$ cat src/rtl/mem_arbiter_pkg.sv
// Shared definitions for the SRAM arbiter: decoder memory codes and the SRAM timing FSM encoding.
package mem_arbiter_pkg;

    localparam logic [1:0] MEM_NONE  = 2'b00;
    localparam logic [1:0] MEM_LOAD  = 2'b01;
    localparam logic [1:0] MEM_STORE = 2'b10;

    typedef enum logic [2:0] {
        IDLE,
        RD_SETUP,
        RD_LATCH,
        WR_SETUP,
        WR_PULSE,
        WR_HOLD
    } sramState_t;

    // Code 11 is reserved and behaves like MEM_NONE.
    function automatic logic isMemReq(input logic [1:0] ctrl);
        return (ctrl == MEM_LOAD) || (ctrl == MEM_STORE);
    endfunction

endpackage

$ cat src/rtl/mem_arbiter_sram_port.sv
// Single-port async SRAM sequencer: read = 2 cycles, write = 3 cycles; done marks the last cycle.
// Accepts start only in IDLE; caller must hold off new starts while busy.
module sram_port
    import mem_arbiter_pkg::*;
#(
    parameter int ADDR_W = 16,
    parameter int DATA_W = 16
) (
    input  logic              clk,
    input  logic              rst,
    input  logic              start,
    input  logic              is_write,
    input  logic [ADDR_W-1:0] addr,
    input  logic [DATA_W-1:0] wdata,
    output logic              done,
    output logic [DATA_W-1:0] rdata,
    output logic [ADDR_W-1:0] ram_addr,
    output logic [DATA_W-1:0] ram_wdata,
    input  logic [DATA_W-1:0] ram_rdata,
    output logic              ram_data_oe,
    output logic              ram_oe_n,
    output logic              ram_we_n
);

    sramState_t state;
    sramState_t nextState;

    always_ff @(posedge clk) begin
        if (rst) begin
            state     <= IDLE;
            ram_addr  <= '0;
            ram_wdata <= '0;
        end else begin
            state <= nextState;
            // Address/data are frozen here so the requester may change its inputs mid-access.
            if (state == IDLE && start) begin
                ram_addr <= addr;
                if (is_write) begin
                    ram_wdata <= wdata;
                end
            end
        end
    end

    always_comb begin
        nextState   = state;
        done        = 1'b0;
        ram_data_oe = 1'b0;
        ram_oe_n    = 1'b1;
        ram_we_n    = 1'b1;
        case (state)
            IDLE: begin
                if (start) begin
                    nextState = is_write ? WR_SETUP : RD_SETUP;
                end
            end
            RD_SETUP: begin
                ram_oe_n  = 1'b0;
                nextState = RD_LATCH;
            end
            RD_LATCH: begin
                ram_oe_n  = 1'b0;
                done      = 1'b1;
                nextState = IDLE;
            end
            WR_SETUP: begin
                ram_data_oe = 1'b1;
                nextState   = WR_PULSE;
            end
            WR_PULSE: begin
                ram_data_oe = 1'b1;
                ram_we_n    = 1'b0;
                nextState   = WR_HOLD;
            end
            WR_HOLD: begin
                ram_data_oe = 1'b1;
                done        = 1'b1;
                nextState   = IDLE;
            end
            default: nextState = IDLE;
        endcase
    end

    assign rdata = ram_rdata;

endmodule

$ cat src/rtl/mem_arbiter.sv
// Arbitrates fetch and MEM-stage ports onto one SRAM, MEM first; valid 3 cycles after accept (store 4).
// Backpressure: combinational stall freezes the pipeline until every held request has pulsed valid.
module mem_arbiter
    import mem_arbiter_pkg::*;
#(
    parameter int ADDR_W = 16,
    parameter int DATA_W = 16
) (
    input  logic              clk,
    input  logic              rst,
    input  logic              if_req,
    input  logic [ADDR_W-1:0] if_addr,
    output logic [DATA_W-1:0] if_rdata,
    output logic              if_valid,
    input  logic [1:0]        mem_ctrl,
    input  logic [ADDR_W-1:0] mem_addr,
    input  logic [DATA_W-1:0] mem_wdata,
    output logic [DATA_W-1:0] mem_rdata,
    output logic              mem_valid,
    output logic              stall,
    output logic [ADDR_W-1:0] ram_addr,
    output logic [DATA_W-1:0] ram_wdata,
    input  logic [DATA_W-1:0] ram_rdata,
    output logic              ram_data_oe,
    output logic              ram_oe_n,
    output logic              ram_we_n
);

    logic              memReq;
    logic              memPend;
    logic              ifPend;
    logic              start;
    logic              startWrite;
    logic [ADDR_W-1:0] startAddr;
    logic              done;
    logic [DATA_W-1:0] portRdata;
    logic              busy;
    logic              ownerMem;
    logic              ownerWrite;
    logic              ifServed;
    logic              memServed;

    // A port in its valid cycle is already complete, so it must not be re-accepted then.
    assign memReq     = isMemReq(mem_ctrl);
    assign memPend    = memReq & ~memServed & ~mem_valid;
    assign ifPend     = if_req & ~ifServed & ~if_valid;
    assign stall      = ifPend | memPend;
    assign start      = ~busy & stall;
    assign startWrite = memPend & (mem_ctrl == MEM_STORE);
    assign startAddr  = memPend ? mem_addr : if_addr;

    sram_port #(
        .ADDR_W(ADDR_W),
        .DATA_W(DATA_W)
    ) u_sram_port (
        .clk        (clk),
        .rst        (rst),
        .start      (start),
        .is_write   (startWrite),
        .addr       (startAddr),
        .wdata      (mem_wdata),
        .done       (done),
        .rdata      (portRdata),
        .ram_addr   (ram_addr),
        .ram_wdata  (ram_wdata),
        .ram_rdata  (ram_rdata),
        .ram_data_oe(ram_data_oe),
        .ram_oe_n   (ram_oe_n),
        .ram_we_n   (ram_we_n)
    );

    always_ff @(posedge clk) begin
        if (rst) begin
            busy       <= 1'b0;
            ownerMem   <= 1'b0;
            ownerWrite <= 1'b0;
            if_valid   <= 1'b0;
            mem_valid  <= 1'b0;
            ifServed   <= 1'b0;
            memServed  <= 1'b0;
            if_rdata   <= '0;
            mem_rdata  <= '0;
        end else begin
            if_valid  <= done & ~ownerMem;
            mem_valid <= done & ownerMem;
            if (done & ~ownerMem) begin
                if_rdata <= portRdata;
            end
            if (done & ownerMem & ~ownerWrite) begin
                mem_rdata <= portRdata;
            end
            if (start) begin
                busy       <= 1'b1;
                ownerMem   <= memPend;
                ownerWrite <= startWrite;
            end else if (done) begin
                busy <= 1'b0;
            end
            // Once the pipeline advances, any still-held request is a new one.
            if (!stall) begin
                ifServed  <= 1'b0;
                memServed <= 1'b0;
            end else begin
                if (if_valid)  ifServed  <= 1'b1;
                if (mem_valid) memServed <= 1'b1;
            end
        end
    end

endmodule

$ cat config.mk
export PLATFORM = sky130hd
export DESIGN_NAME = mem_arbiter
export DESIGN_NICKNAME = d
export VERILOG_FILES = /design/src/rtl/mem_arbiter_pkg.sv /design/src/rtl/mem_arbiter_sram_port.sv /design/src/rtl/mem_arbiter.sv
export SDC_FILE = /design/constraint.sdc
export NUM_CORES = 1
export LEC_CHECK = 0
export CORE_MARGIN = 3
export CORE_UTILIZATION = 41
export CTS_BUF_LIST = sky130_fd_sc_hd__clkbuf_4 sky130_fd_sc_hd__clkbuf_8
export DETAILED_ROUTE_END_ITERATION = 16
export PLACE_DENSITY = 0.85
export RECOVER_POWER = 50
export SLEW_MARGIN = 20
export SYNTH_ARGS = -nofsm -noshare
export SYNTH_HDL_FRONTEND = slang
export SYNTH_SLANG_ARGS = --single-unit
$ cat constraint.sdc
create_clock -name clk -period 2.28 [get_ports clk]
set_clock_uncertainty 0.1 [all_clocks]
set_input_delay 0.342 -clock clk [delete_from_list [all_inputs] [get_ports clk]]
set_output_delay 0.342 -clock clk [all_outputs]
set_load 0.01 [all_outputs]
==> results of run 1 <==
## registers in the layout (all words and copies together), names as in the netlist
| register | flops |
|---|---|
| if_rdata | 16 |
| mem_rdata | 16 |
| u_sram_port.ram_addr | 16 |
| u_sram_port.ram_wdata | 16 |
| u_sram_port.state | 3 |
| busy | 1 |
| ifServed | 1 |
| if_valid | 1 |
| memServed | 1 |
| mem_valid | 1 |
| ownerMem | 1 |
| ownerWrite | 1 |
## report_power, final
part | internal, mW | total [mW] | switching (mW)
clock | 0.614 | 1.10 | 0.487
sequential | 1.39 | 1.45 | 0.0592
combinational | 0.395 | 0.728 | 0.332
total | 2.40 | 3.27 | 0.879
## metrics by stage
stage	setup WS (ps)	power (mW)
floorplan	128	1.86
global route	-0.192	3.44
detailed placement	-299	2.23
CTS	31.4	3.34
global placement	-223	2.21
finish	85.7	3.27
## synthesized netlist by cell type, types with 2 or more instances
master	instances
sky130_fd_sc_hd__buf_6	3
sky130_fd_sc_hd__nor3_1	3
sky130_fd_sc_hd__nor2_1	3
sky130_fd_sc_hd__dfxtp_1	74
sky130_fd_sc_hd__nand3_1	2
sky130_fd_sc_hd__nand2b_1	82
sky130_fd_sc_hd__o31a_1	16
sky130_fd_sc_hd__a2111oi_0	17
sky130_fd_sc_hd__a21oi_1	4
sky130_fd_sc_hd__clkbuf_1	29
sky130_fd_sc_hd__inv_1	21
sky130_fd_sc_hd__nand2_1	3
sky130_fd_sc_hd__o32ai_1	2
sky130_fd_sc_hd__nor4b_1	16
sky130_fd_sc_hd__or3_1	2
sky130_fd_sc_hd__a21o_1	3
sky130_fd_sc_hd__mux2i_1	48
sky130_fd_sc_hd__a211oi_1	17
sky130_fd_sc_hd__buf_2	4
## how the worst max path moves through the flow
| stage | endpoint | slack [ps] | cells past startpoint |
|---|---|---|---|
| after floorplan | u_sram_port.ram_wdata[0] | 130 | 8 |
| after global placement | stall | -220 | 6 |
| after detailed placement | u_sram_port.ram_addr[8] | -300 | 7 |
| after CTS | stall | 30 | 6 |
| after global routing | u_sram_port.ram_addr[1] | -0.2 | 7 |
| final | u_sram_port.ram_addr[1] | 90 | 7 |
## cell type report
class                      instances  area [µm²]
timing repair buffer             148        1470
sequential                        74        1480
clock buffer                       9         124
clock inverter                     7        93.8
inverter                          21        78.8
multi-input combinational        230        1790
tap                              105         131
fill                             663        3120
## kinds of logic (layout without fill, tap and decap cells)
logic type | count (synthesis) | in the layout | share of synthesized area, %
AO/OA/AOI/OAI | 63 | 63 | 14.3
adder cells (fa/ha/maj) | 1 | 1 | 0.355
multiplexers | 48 | 48 | 13.6
XOR/XNOR | 1 | 1 | 0.249
flip-flops | 74 | 74 | 42.0
buffers and inverters | 59 | 185 | 7.49
AND/OR/NAND/NOR | 117 | 117 | 21.9
## worst min-delay path, delay by kind of cell (launching register included)
kind	cells	cell delay, ps
AO/OA/AOI/OAI	1	50
buffers and inverters	1	50
flip-flops	1	310
## routing by layer
| layer | wire length, µm | GRT usage (%) | up-vias |
|---|---|---|---|
| met1 | 3850 | 22.4 | 1464 |
| met4 | 190 | 7.35 | 0 |
| met3 | 327 | 3.68 | 16 |
| met5 | 0 | 0 | - |
| met2 | 5110 | 34.3 | 82 |
| li1 | - | - | 1526 |
## timing repair
action	4_1_cts	5_1_grt
gates cloned	0	0
pin swaps	0	0
setup buffers	0	0
setup endpoints to repair	1	14
gates resized for setup	1	11
endpoints found under the hold margin	0	0
==> load_flow_metrics.sql, run 1 <==
INSERT INTO impl_metrics (metric_group, metric, value, unit) VALUES
('synthesis', 'avgSynthCellArea', '9.71', 'µm²'),
('synthesis', 'post_synth_main_area_contributors', 'sky130_fd_sc_hd__dfxtp_1 42%, sky130_fd_sc_hd__nand2b_1 15%, sky130_fd_sc_hd__mux2i_1 14%', ''),
('clocking', 'clock_insertion_delay_worst_skew', '340', 'ps'),
('timing', 'fin_hold_ws', '357', 'ps'),
('die', 'io_count', '139', ''),
('clocking', 'max-clock-path-buffers', '2', ''),
('timing', 'drv_slew', '0', ''),
('synthesis', 'synth_ff_type', 'sky130_fd_sc_hd__dfxtp_1', ''),
('timing', 'max_clock_freq', '456', 'MHz'),
('critical_path', 'worst_setup_path_startpoint', 'mem_ctrl[0]', ''),
('synthesis', 'netlist_area', '3520', 'µm²'),
('clocking', 'cts_buffer_count', '9', ''),
('synthesis', 'yosysSeqAreaShare', '42.0', '%'),
('die', 'fp.dieW', '98.7', 'µm'),
('final_layout', 'most-common-layout-cells', '82 x sky130_fd_sc_hd__nand2b_1, 73 x sky130_fd_sc_hd__dfxtp_1, 71 x sky130_fd_sc_hd__clkdlybuf4s50_1', ''),
('synthesis', 'number_of_enable_flip_flop_cells_after_synthesis', '0', ''),
('grt', 'gr-usage-all-layers', '19.1', '%'),
('critical_path', 'worst_path_max_delay_cell', 'sky130_fd_sc_hd__a2111oi_0', ''),
('flow_run', 'max_cap_violations', '0', ''),
('power_and_ir_drop', 'power.density', '633', 'nW/µm²'),
('grt', 'antenna_found_initial', '0', ''),
('placed_design', 'placed_cells', '578', ''),
('timing', 'final_hold_violation_count', '0', ''),
('clocking', 'ctsHoldBuffers', '0', ''),
('hold_path', 'worstHoldEndpoint', 'u_sram_port.ram_addr[13]', ''),
('die', 'placeableCoreArea', '8300', 'µm²'),
('clocking', 'cts-htree-levels', '3', ''),
('placed_design', 'io_buffer_count', '138', ''),
('die', 'die_height', '98.7', 'µm'),
('critical_path', 'cp_num_buf_inv', '3', ''),
('critical_path', 'timing.critical_path.max_delay_family', 'buffers and inverters', ''),
('die', 'rows', '33', ''),
('final_layout', 'layout-drive-gt1-share', '7.16', '%'),
('critical_path', 'r2r_setup_slack', '320', 'ps'),
('synthesis', 'synthDominantAreaCellType', 'sky130_fd_sc_hd__dfxtp_1', ''),
('synthesis', 'synth_seq_cells', '74', ''),
('power_and_ir_drop', 'p_leak', '2.08', 'nW'),
('final_layout', 'layout_commonest_cell', 'sky130_fd_sc_hd__nand2b_1', ''),
('final_layout', 'area_growth', '46.8', '%'),
('synthesis', 'yosys.area.top_type_share', '42.0', '%'),
('route', 'drt-total-wl', '9480', 'µm'),
('clocking', 'clk_pin_slew_worst_paths', '80', 'ps'),
('die', 'initial_core_util', '42.5', '%'),
('die', 'fp.dieArea', '9750', 'µm²'),
('route', 'detail_route.first_pass.iterations', '4', ''),
('final_layout', 'antenna-diode-count', '0', ''),
('route', 'route.detailed.wl_per_inst', '16.0', 'µm'),
('grt', 'grt_start_max_net_pins', '62', ''),
('timing', 'fin_tns_setup', '0', 'ps'),
('synthesis', 'synthesis.nets', '433', ''),
('final_layout', 'fin_cells', '594', ''),
('hold_path', 'timing.hold.worst.start', 'u_sram_port.ram_addr[13]', ''),
('route', 'route.antenna.remaining_nets', '0', ''),
('timing', 'timing.final.crit_share', '96.2', '%'),
('route', 'post-route-drc-count', '0', ''),
('placed_design', 'dpl-instance-area', '4950', 'µm²'),
('timing', 'timing.final.crit_period', '2190', 'ps'),
('critical_path', 'criticalPathCategory', 'input pin to register', ''),
('critical_path', 'crit_path_start_kind', 'input pin', ''),
('critical_path', 'worst_ep_arrival_time', '2300', 'ps'),
('critical_path', 'rr_worst_depth', '3', ''),
('power_and_ir_drop', 'ir_drop', '0.340', 'mV'),
('placed_design', 'routabilityCongestion', '0.844', ''),
('critical_path', 'timing.rr.end', 'u_sram_port.ram_addr[1]', ''),
('synthesis', 'count_of_warnings_emitted_by_yosys', '0', ''),
('status', 'status', 'complete, no violations', ''),
('critical_path', 'worstPathMaxFanout', '22', ''),
('grt', 'gr-total-overflow', '0', ''),
('critical_path', 'cp-end-kind', 'register', ''),
('synthesis', 'async_reset_ff_share', '0', '%'),
('route', 'route.vias.total', '3088', '');
Power figures use the tool's default switching activity.
==> inputs of run 2 (changes only) <==
- ABC_AREA: unset -> 1
- CORE_UTILIZATION: 41 -> 40
- GPL_TIMING_DRIVEN: unset -> 0
==> run 2 against run 1 <==
Effect of this change:
- non-clock buffer count rose by 17
- hold slack improved by 9.6 ps
- via count rose by 12%
- final area fell by 3.1%
- critical path type is now input pin to primary output
- largest power group unchanged
==> load_flow_metrics.sql, run 2 <==
INSERT INTO impl_metrics (metric_group, metric, value, unit) VALUES
('status', 'status', 'complete, no violations', ''),
('timing', 'final_hold_violation_count', '0', ''),
('clocking', 'clock_insertion_delay_worst_skew', '330', 'ps'),
('final_layout', 'final.fill_count', '701', ''),
('timing', 'timing.final.crit_share', '95.1', '%'),
('clocking', 'cts_num_sinks', '74', ''),
('critical_path', 'rr_worst_depth', '7', ''),
('flow_run', 'max_cap_violations', '0', ''),
('route', 'drt_first_iter_violations', '173', ''),
('power_and_ir_drop', 'clkPwrFrac', '29.0', '%'),
('die', 'initial_core_util', '41.9', '%'),
('critical_path', 'criticalPathCategory', 'input pin to primary output', ''),
('power_and_ir_drop', 'sw_frac_of_total', '31.0', '%'),
('synthesis', 'netlist_area', '3290', 'µm²'),
('die', 'io_count', '139', ''),
('grt', 'use_met1', '24.7', '%'),
('route', 'drt-total-wl', '9750', 'µm'),
('route', 'route.detailed.wl_per_inst', '13.3', 'µm'),
('route', 'route.antenna.remaining_nets', '0', ''),
('synthesis', 'synth_xor_xnor_area_share', '0', '%'),
('grt', 'gr-usage-met3', '4.40', '%'),
('timing', 'timing.final.crit_period', '2170', 'ps'),
('clocking', 'tritoncts_clock_tree', 'built', ''),
('timing', 'max_clock_freq', '461', 'MHz'),
('clocking', 'max-clock-path-buffers', '2', ''),
('route', 'drt-vias-per-instance', '4.72', ''),
('synthesis', 'async_reset_ff_share', '0', '%'),
('synthesis', 'number_of_enable_flip_flop_cells_after_synthesis', '0', ''),
('grt', 'antenna_found_initial', '0', ''),
('timing', 'rsz0062_at_grt', 'no', ''),
('final_layout', 'layout-drive-gt1-share', '7.30', '%'),
('critical_path', 'cp_num_buf_inv', '4', ''),
('hold_path', 'hold_path_depth', '2', ''),
('grt', 'busiest_layer', 'met2', ''),
('synthesis', 'synth_top_family_by_area', 'simple AND/OR/NAND/NOR gates', ''),
('clocking', 'clk_pin_slew_worst_paths', '70', 'ps'),
('synthesis', 'count_of_warnings_emitted_by_yosys', '0', ''),
('final_layout', 'most-common-layout-cells', '143 x sky130_fd_sc_hd__nand2_1, 101 x sky130_fd_sc_hd__clkdlybuf4s50_1, 86 x sky130_fd_sc_hd__nor2_1', ''),
('clocking', 'cts-htree-levels', '3', ''),
('final_layout', 'fraction_of_the_core_area_covered_by_cells_at_the_end_of_the_flow', '63.9', '%'),
('synthesis', 'postSynthCellCount', '476', ''),
('critical_path', 'crit_path_start_kind', 'input pin', ''),
('critical_path', 'worstPathCellList', 'clkdlybuf4s50_1, inv_1, ha_1, inv_4, nand2_4, nand2_4, dlygate4sd2_1', ''),
('placed_design', 'routabilityCongestion', '0.864', ''),
('critical_path', 'r2r_setup_slack', '400', 'ps'),
('synthesis', 'post_synth_main_area_contributors', 'sky130_fd_sc_hd__dfxtp_1 45%, sky130_fd_sc_hd__nand2_1 16%, sky130_fd_sc_hd__nor2_1 9.8%', ''),
('synthesis', 'synth_seq_cells', '74', ''),
('placed_design', 'placed_cells', '716', ''),
('grt', 'gr-usage-all-layers', '20.4', '%'),
('timing', 'maxSlewHeadroom', '64.9', '%'),
('die', 'placeableCoreArea', '7850', 'µm²'),
('hold_path', 'holdCritPathClass', 'register to register', ''),
('final_layout', 'area_growth', '52.4', '%'),
('route', 'post-route-drc-count', '0', ''),
('power_and_ir_drop', 'power.switching', '1.11', 'mW'),
('power_and_ir_drop', 'p_leak', '2.33', 'nW'),
('grt', 'first_global_vias', '3505', ''),
('critical_path', 'worst_ep_arrival_time', '1730', 'ps'),
('timing', 'setup_viol', '0', ''),
('synthesis', 'yosys-top-cells-count', '142 x sky130_fd_sc_hd__nand2_1, 86 x sky130_fd_sc_hd__nor2_1, 74 x sky130_fd_sc_hd__dfxtp_1, 40 x sky130_fd_sc_hd__inv_1, 37 x sky130_fd_sc_hd__nand3_1', ''),
('route', 'route.vias.total', '3455', ''),
('synthesis', 'synthesis.nets', '546', ''),
('placed_design', 'post-dp-hpwl', '7240', 'µm'),
('die', 'fp.dieArea', '9350', 'µm²'),
('synthesis', 'synth_ff_type', 'sky130_fd_sc_hd__dfxtp_1', ''),
('synthesis', 'yosysUniqueCellTypes', '22', ''),
('die', 'die_height', '96.7', 'µm'),
('route', 'detail_route.first_pass.iterations', '4', ''),
('critical_path', 'crit_top_cell', 'sky130_fd_sc_hd__nand2_4', ''),
('timing', 'drv_slew', '0', ''),
('synthesis', 'synth_compound_gate_area_share', '6.92', '%'),
('synthesis', 'synthAdderAreaFrac', '0.380', '%'),
('synthesis', 'yosysSeqAreaShare', '45.0', '%'),
('power_and_ir_drop', 'intPower', '2.47', 'mW'),
('critical_path', 'worstPathMaxFanout', '9', ''),
('synthesis', 'synthDominantAreaCellType', 'sky130_fd_sc_hd__dfxtp_1', ''),
('grt', 'gr-total-overflow', '0', ''),
('synthesis', 'multiplexer_share_of_the_synthesized_area', '0', '%'),
('clocking', 'ctsHoldBuffers', '0', ''),
('critical_path', 'worstPathRequired', '1840', 'ps'),
('critical_path', 'cp.depth', '7', ''),
('power_and_ir_drop', 'seq_power_share', '41.6', '%'),
('die', 'rows', '32', ''),
('power_and_ir_drop', 'comb_power_share', '29.4', '%'),
('critical_path', 'cp-end-kind', 'primary output', ''),
('placed_design', 'io_buffer_count', '138', ''),
('synthesis', 'yosys.area.top_type_share', '45.0', '%'),
('power_and_ir_drop', 'ir_drop', '0.399', 'mV'),
('final_layout', 'layout_commonest_cell', 'sky130_fd_sc_hd__nand2_1', ''),
('synthesis', 'yosys.area_share.simple', '37.7', '%'),
('critical_path', 'critPathMaxStageDelay', '450', 'ps'),
('grt', 'grt_start_max_net_pins', '13', ''),
('timing', 'tightestPinTransition', '526', 'ps'),
('clocking', 'cts_buffer_count', '9', ''),
('die', 'fp.dieW', '96.7', 'µm'),
('grt', 'grt_pass1_wl', '16000', 'µm'),
('final_layout', 'fin_cells', '732', ''),
('final_layout', 'antenna-diode-count', '0', ''),
('final_layout', 'nNetsFinal', '696', ''),
('synthesis', 'post-synth-top-count-cell', 'sky130_fd_sc_hd__nand2_1', ''),
('clocking', 'clock_tree.root_cell', 'sky130_fd_sc_hd__clkbuf_8', ''),
('critical_path', 'timing.critical_path.max_delay_family', 'buffers and inverters', ''),
('critical_path', 'worst_path_max_delay_cell', 'sky130_fd_sc_hd__clkdlybuf4s50_1', ''),
('synthesis', 'avgSynthCellArea', '6.91', 'µm²'),
('power_and_ir_drop', 'power.density', '714', 'nW/µm²'),
('grt', 'grtUsageMet2', '34.8', '%');
==> run 2: cell count changes in the layout (fill, tap and decap cells not counted), moves of 17 or more <==
| cell | delta |
|---|---|
| sky130_fd_sc_hd__dlygate4sd3_1 | -30 |
| sky130_fd_sc_hd__nor2_1 | +83 |
| sky130_fd_sc_hd__a211oi_1 | -17 |
| sky130_fd_sc_hd__inv_1 | +20 |
| sky130_fd_sc_hd__nand3_1 | +35 |
| sky130_fd_sc_hd__clkdlybuf4s50_1 | +30 |
| sky130_fd_sc_hd__nand2b_1 | -82 |
| sky130_fd_sc_hd__mux2i_1 | -48 |
| sky130_fd_sc_hd__nand2_1 | +140 |
==> run 2: path summary, 6_finish.rpt <==
kind | to | start
worst min register to register | ownerWrite | ownerWrite
worst min-delay path | ownerWrite | ownerWrite
worst max-delay path | stall | mem_ctrl[0]
worst max register to register | if_rdata[8] | u_sram_port.state[2]
==> run 2: repair_timing <==
action	in CTS	in global routing
buffers inserted	1	0
setup endpoints to repair	1	1
pin swaps	0	0
gates resized for setup	4	2
==> run 2: tightest hold or removal path, cell delays in order (launching register included) <==
cell,delay [ps]
sky130_fd_sc_hd__dfxtp_1,310
sky130_fd_sc_hd__nand2_1,60
sky130_fd_sc_hd__a21oi_1,50
==> run 2: power groups by stage <==
stage | logic [mW] | clock network (mW) | registers, mW
after global routing | 1.17 | 1.11 | 1.50
after detailed placement | 1.07 | 0 | 1.52
final | 1.05 | 1.04 | 1.49
after CTS | 1.09 | 1.06 | 1.49
after global placement | 1.04 | 0 | 1.52
after floorplan | 0.517 | 0 | 1.57
==> run 2: cells by family (layout without fill, tap and decap cells) <==
logic type,Yosys count,count (layout)
AOI/OAI and AO/OA,37,37
buffers and inverters,72,226
adders and majority gates,1,1
and+or+nand+nor,292,292
DFF,74,74
==> run 2: layout make-up <==
type / count / area, µm² / share of cell area (%)
Buffer: 26 / 149 / 2.97
Clock buffer: 11 / 151 / 3.02
Clock inverter: 4 / 51.3 / 1.02
Inverter: 46 / 175 / 3.49
Multi-Input combinational cell: 330 / 1490 / 29.7
Sequential cell: 74 / 1480 / 29.6
Tap cell: 102 / 128 / 2.54
Timing Repair Buffer: 139 / 1390 / 27.7
==> run 2: through the flow <==
stage	TNS (ps)	setup WS [ps]	hold slack, ps	total power [mW]	instance area, µm²
final	0	113	366	3.58	5010
after global routing	0	55.9	380	3.78	5010
after CTS	0	52.3	363	3.64	5020
after detailed placement	-1380	-390	350	2.59	4800
after global placement	-676	-338	338	2.56	4800
after floorplan	0	592	311	2.08	3290
==> run 2: layer usage <==
| layer | wire (µm) | part of all wire [%] |
|---|---|---|
| met2 | 4680 | 48 |
| met4 | 234 | 2.4 |
| met3 | 496 | 5.1 |
| met1 | 4340 | 45 |
| met5 | 0 | 0 |
